==> config.mk <==
export PLATFORM = sky130hd
export DESIGN_NAME = spike_rate_decoder
export DESIGN_NICKNAME = d
export VERILOG_FILES = /design/src/rtl/spike_rate_decoder.sv
export SDC_FILE = /design/constraint.sdc
export NUM_CORES = 1
export LEC_CHECK = 0
export ABC_AREA = 1
export BUFFER_PORTS_ARGS = -buffer_cell sky130_fd_sc_hd__buf_2
export CAP_MARGIN = 40
export CORE_MARGIN = 5
export CORE_UTILIZATION = 35
export DETAILED_ROUTE_END_ITERATION = 12
export SLEW_MARGIN = 20
export SYNTH_ARGS = -nofsm -noshare
export SYNTH_HDL_FRONTEND = slang
export SYNTH_SLANG_ARGS = --single-unit
==> constraint.sdc <==
create_clock -name clk -period 2.6 [get_ports clk]
set_input_delay 0.52 -clock clk [delete_from_list [all_inputs] [get_ports clk]]
set_output_delay 0.52 -clock clk [all_outputs]
set_load 0.05 [all_outputs]
==> src/rtl/spike_rate_decoder.sv <==
// Receive-side spike decoder: turns a 1-bit spike train into a per-window spike
// count and the latest inter-spike interval, delivered over valid/ready.
//
// state    | meaning
// ST_EMPTY | no unconsumed result, out_valid=0
// ST_FULL  | result registers hold an unconsumed result, out_valid=1
module spike_rate_decoder #(
   parameter int WINDOW_CYCLES = 256,
   parameter int COUNT_W       = 8,
   parameter int ISI_W         = 8
) (
   input  logic               clk,
   input  logic               reset_n,
   input  logic               enable,
   input  logic               spike_in,
   output logic [COUNT_W-1:0] rate_out,
   output logic [ISI_W-1:0]   isi_out,
   output logic               out_valid,
   input  logic               out_ready,
   output logic               overrun
);

   localparam int WIN_W = (WINDOW_CYCLES > 2) ? $clog2(WINDOW_CYCLES) : 1;
   localparam logic [WIN_W-1:0]   WIN_LAST = WIN_W'(WINDOW_CYCLES - 1);
   localparam logic [COUNT_W-1:0] CNT_MAX  = '1;
   localparam logic [ISI_W-1:0]   ISI_MAX  = '1;

   typedef enum logic {ST_EMPTY, ST_FULL} state_t;

   state_t             state_q, state_d;
   logic [WIN_W-1:0]   win_cnt_q, win_cnt_d;
   logic [COUNT_W-1:0] spike_cnt_q, spike_cnt_d;
   logic [ISI_W-1:0]   isi_cnt_q, isi_cnt_d;
   logic               isi_seen_q, isi_seen_d;
   logic [ISI_W-1:0]   last_isi_q, last_isi_d;
   logic [COUNT_W-1:0] rate_q, rate_d;
   logic [ISI_W-1:0]   isi_q, isi_d;
   logic               overrun_q, overrun_d;

   logic               spike;
   logic               close;
   logic [COUNT_W-1:0] cnt_now;

   // Window, spike-count and ISI tracking; all frozen while enable=0.
   always_comb begin
      spike       = enable & spike_in;
      close       = 1'b0;
      cnt_now     = spike_cnt_q;
      win_cnt_d   = win_cnt_q;
      spike_cnt_d = spike_cnt_q;
      isi_cnt_d   = isi_cnt_q;
      isi_seen_d  = isi_seen_q;
      last_isi_d  = last_isi_q;

      if (spike && (spike_cnt_q != CNT_MAX)) begin
         cnt_now = spike_cnt_q + 1'b1;
      end

      if (enable) begin
         close       = (win_cnt_q == WIN_LAST);
         win_cnt_d   = close ? '0 : win_cnt_q + 1'b1;
         spike_cnt_d = close ? '0 : cnt_now;
         if (spike) begin
            if (isi_seen_q) begin
               last_isi_d = (isi_cnt_q == ISI_MAX) ? ISI_MAX : isi_cnt_q + 1'b1;
            end
            isi_cnt_d  = '0;
            isi_seen_d = 1'b1;
         end else if (isi_cnt_q != ISI_MAX) begin
            isi_cnt_d = isi_cnt_q + 1'b1;
         end
      end
   end

   // Output FSM; the close-cycle spike is already folded into cnt_now/last_isi_d.
   always_comb begin
      state_d   = state_q;
      overrun_d = overrun_q;
      rate_d    = rate_q;
      isi_d     = isi_q;

      if (close) begin
         rate_d = cnt_now;
         isi_d  = last_isi_d;
      end

      unique case (state_q)
         ST_EMPTY: begin
            if (close) state_d = ST_FULL;
         end
         ST_FULL: begin
            if (close) begin
               if (!out_ready) overrun_d = 1'b1;
            end else if (out_ready) begin
               state_d   = ST_EMPTY;
               overrun_d = 1'b0;
            end
         end
         default: state_d = ST_EMPTY;
      endcase
   end

   always_ff @(posedge clk or negedge reset_n) begin
      if (!reset_n) begin
         state_q     <= ST_EMPTY;
         win_cnt_q   <= '0;
         spike_cnt_q <= '0;
         isi_cnt_q   <= '0;
         isi_seen_q  <= 1'b0;
         last_isi_q  <= '0;
         rate_q      <= '0;
         isi_q       <= '0;
         overrun_q   <= 1'b0;
      end else begin
         state_q     <= state_d;
         win_cnt_q   <= win_cnt_d;
         spike_cnt_q <= spike_cnt_d;
         isi_cnt_q   <= isi_cnt_d;
         isi_seen_q  <= isi_seen_d;
         last_isi_q  <= last_isi_d;
         rate_q      <= rate_d;
         isi_q       <= isi_d;
         overrun_q   <= overrun_d;
      end
   end

   assign rate_out  = rate_q;
   assign isi_out   = isi_q;
   assign out_valid = (state_q == ST_FULL);
   assign overrun   = overrun_q;

endmodule

==> metrics.cfg <==
[detailed_routing]
drt_iter0_drc=97
drc=0
ant_nets=0
first_pass_iters=4
num_vias=1954
vias_per_cell=4.534
detail_route.wl_per_cell_um=12.02
wl_um=5182

[cells_and_area]
drive_gt1_share_pct=17.47
diodes=0
nets=340
final_cell_area_sq_um=2850
area_growth_pct=11.61

[power]
peakVddDrop_uv=333.8
internal_power_uw=1288
p_comb_share_pct=20.3
switching_power_uw=614.3
sw_frac_of_total_pct=32.29
leakage_uw=0.001419
powerDensity_nw_per_um2=667.5
seqPwrFrac_pct=53.0
clkPwrFrac_pct=26.6
power_uw=1903

[worst_setup_path]
critPathMaxFanout=14
path_cells=ha_1, nand3_1, nor3_4, nand3_1, nand2_1
crit_required_ns=2.85
crit_path_end_kind=flop
cpPeakStageDelay_ns=0.61
slowest_stage=nor3_4
start_kind=flop
crit_path_frequent_cell=nand3_1
crit_arrival_ns=1.97
critPathKind=flop to flop

[global_routing]
grt_remaining_overflow=0
grt_pass1_vias=1898
grt_max_degree=31
grt_use_total_pct=12.92
antenna_found_initial=0
grt_pass1_wl_um=9142

[floorplan]
start_util_pct=35.59
die_y_um=95.42
pin_count=23
rows=31
fp.dieW_um=95.42
die_area_sq_um=9105
core_sq_um=7176

[place]
place_ws_ns=0.6777
routabilityCongestion=0.7805
placed_area_sq_um=2746
port_buffers=22
hpwl_um=3763

[flow_run]
maxCapViolations=0

[logic_synthesis]
synthCells=305
yosys.area_share.xor_xnor_pct=2.401
synth_top_family_by_area=simple AND/OR/NAND/NOR gates
synth.area.mux_share_pct=0
synth.largest_area_cell=dfrtp_1
synth_cell_types=30
seq_area_frac_synth_pct=49.98
syn_avg_cell_area_sq_um=8.373
yosys_warnings=0
synth_compound_area_share_pct=7.398
netlist.area_leader.share_pct=49.98
synth_simple_gate_area_share_pct=30.87
syn_area_sq_um=2554
ys_seq_elements=51
synthTopCellsByArea=dfrtp_1, nand2_1, nand3_1
yosys.area_share.adder_pct=1.960
synth_fp_nets=314

[clock_network]
htreeDepth=2
clock-root-buffer=clkbuf_8
cts_buffer_depth=2
worstSkewPairLatency_ns=0.31
clk_transition_reported_paths_ns=0.09
tritoncts=done
cts.sinks=51
cts_buffers=5
cts_resized=0
cts_setup_buffers=0
hold_buffers=0

[sta]
setup_viol=0
post-route-min-period_ns=1.722
maxSlewHeadroom_pct=54.97
skew_ns=0.006533
slew_viol_final=0
tightest_slew_ns=0.6755
setup-tns-final_ns=0
worst_slack_ns=0.8779
clock.fmax_mhz=580.7
hold_viol=0
rsz0062_at_grt=no
timing.final.crit_share_pct=66.24

[status]
status=finished, final reports clean

[min_path]
hold_path.class=input port to async pin

layout make-up:
class                           count  area [sq um]
Multi-Input combinational cell    216          1089
Tap cell                           99         123.9
Clock inverter                      1         7.507
Timing Repair Buffer               25         132.6
Inverter                           32         125.1
Clock buffer                        7         96.34
Sequential cell                    51          1276
Fill cell                         746          4325
placed cells by master, fill, tap and decap left out, drive strengths merged:
cell type and instances:
nand2 114, dfrtp 51, inv 32, nand3 28, buf 25, nor2 18, o21ai 17, or2 8
clkbuf 7, a21oi 5, xor2 4, o22ai 4, ha 4, a21boi 3, xnor2 3, nand4 3
nor3 1, and2 1, nor3b 1, o21a 1, a31oi 1, clkinvlp 1
cell usage after synthesis:
master	number
nand2_1	111
dfrtp_1	51
inv_1	30
nand3_1	26
o21ai_0	15
nor2_1	13
or2_2	8
buf_6	5
a21oi_1	4
ha_1	4
nor2_2	4
o22ai_1	4
xor2_1	4
a21boi_0	3
nand4_1	3
xnor2_1	3
nand2_4	2
nand3_2	2
o21ai_2	2
a21oi_2	1
a31oi_2	1
and2_1	1
buf_4	1
inv_2	1
inv_6	1
nand2_2	1
nor2_8	1
nor3_4	1
nor3b_1	1
o21a_1	1
per-stage QoR:
| step | std cells | util (%) | hold slack [ns] |
|---|---|---|---|
| after floorplan | 305 | - | 0.2244 |
| after CTS | 431 | 39.72 | 0.2555 |
| after detailed placement | 423 | 38.27 | 0.4600 |
| after global routing | 431 | 39.72 | 0.2914 |
| final | 431 | 39.72 | 0.2381 |
| after global placement | 423 | 38.27 | 0.4597 |
cells by family after synthesis:
family,Yosys count
simple gates,174
flops,51
buf+inv,38
compound gates,31
xor+xnor,7
fa+ha+maj,4
critical path: cells and delay by family (launching register included):
family / cells / cell delay, ns
flip-flops: 1 / 0.39
adder cells (fa/ha/maj): 1 / 0.19
AND/OR/NAND/NOR: 4 / 1.08
power by group through the flow:
stage                     clock [uW]  sequential [uW]  combinational (uW)
after floorplan                    0             1060                 254
after global placement             0             1020                 381
after detailed placement           0             1020                 389
after CTS                        531             1010                 392
after global routing             567             1020                 433
final                            506             1010                 387
path summary, 6_finish.rpt:
kind,startpoint,to,slack [ns],depth (start not counted)
min,reset_n,isi_out[4],0.24,1
max in group asynchronous,reset_n,spike_cnt_q[7],1.73,2
min reg2reg,win_cnt_q[6],win_cnt_q[6],0.48,1
min in group clk,win_cnt_q[6],win_cnt_q[6],0.48,1
max reg2reg,win_cnt_q[0],rate_out[1],0.88,5
max,win_cnt_q[0],rate_out[1],0.88,5
sequential cells by signal, summed over array words and instances (netlist names):
register and flops:
isi_cnt_q 8, isi_out 8, last_isi_q 8, rate_out 8, spike_cnt_q 8, win_cnt_q 8, isi_seen_q 1, out_valid 1
overrun 1
metal layers:
metal | track usage, % | vias up | routed length [um]
met5 | 0 | - | 0
met4 | 4.621 | 0 | 54
met3 | 2.999 | 5 | 190
met2 | 20.23 | 30 | 2356
met1 | 17.51 | 900 | 2580
li1 | - | 1019 | -
Note: power is estimated with default switching activity, not from simulation.
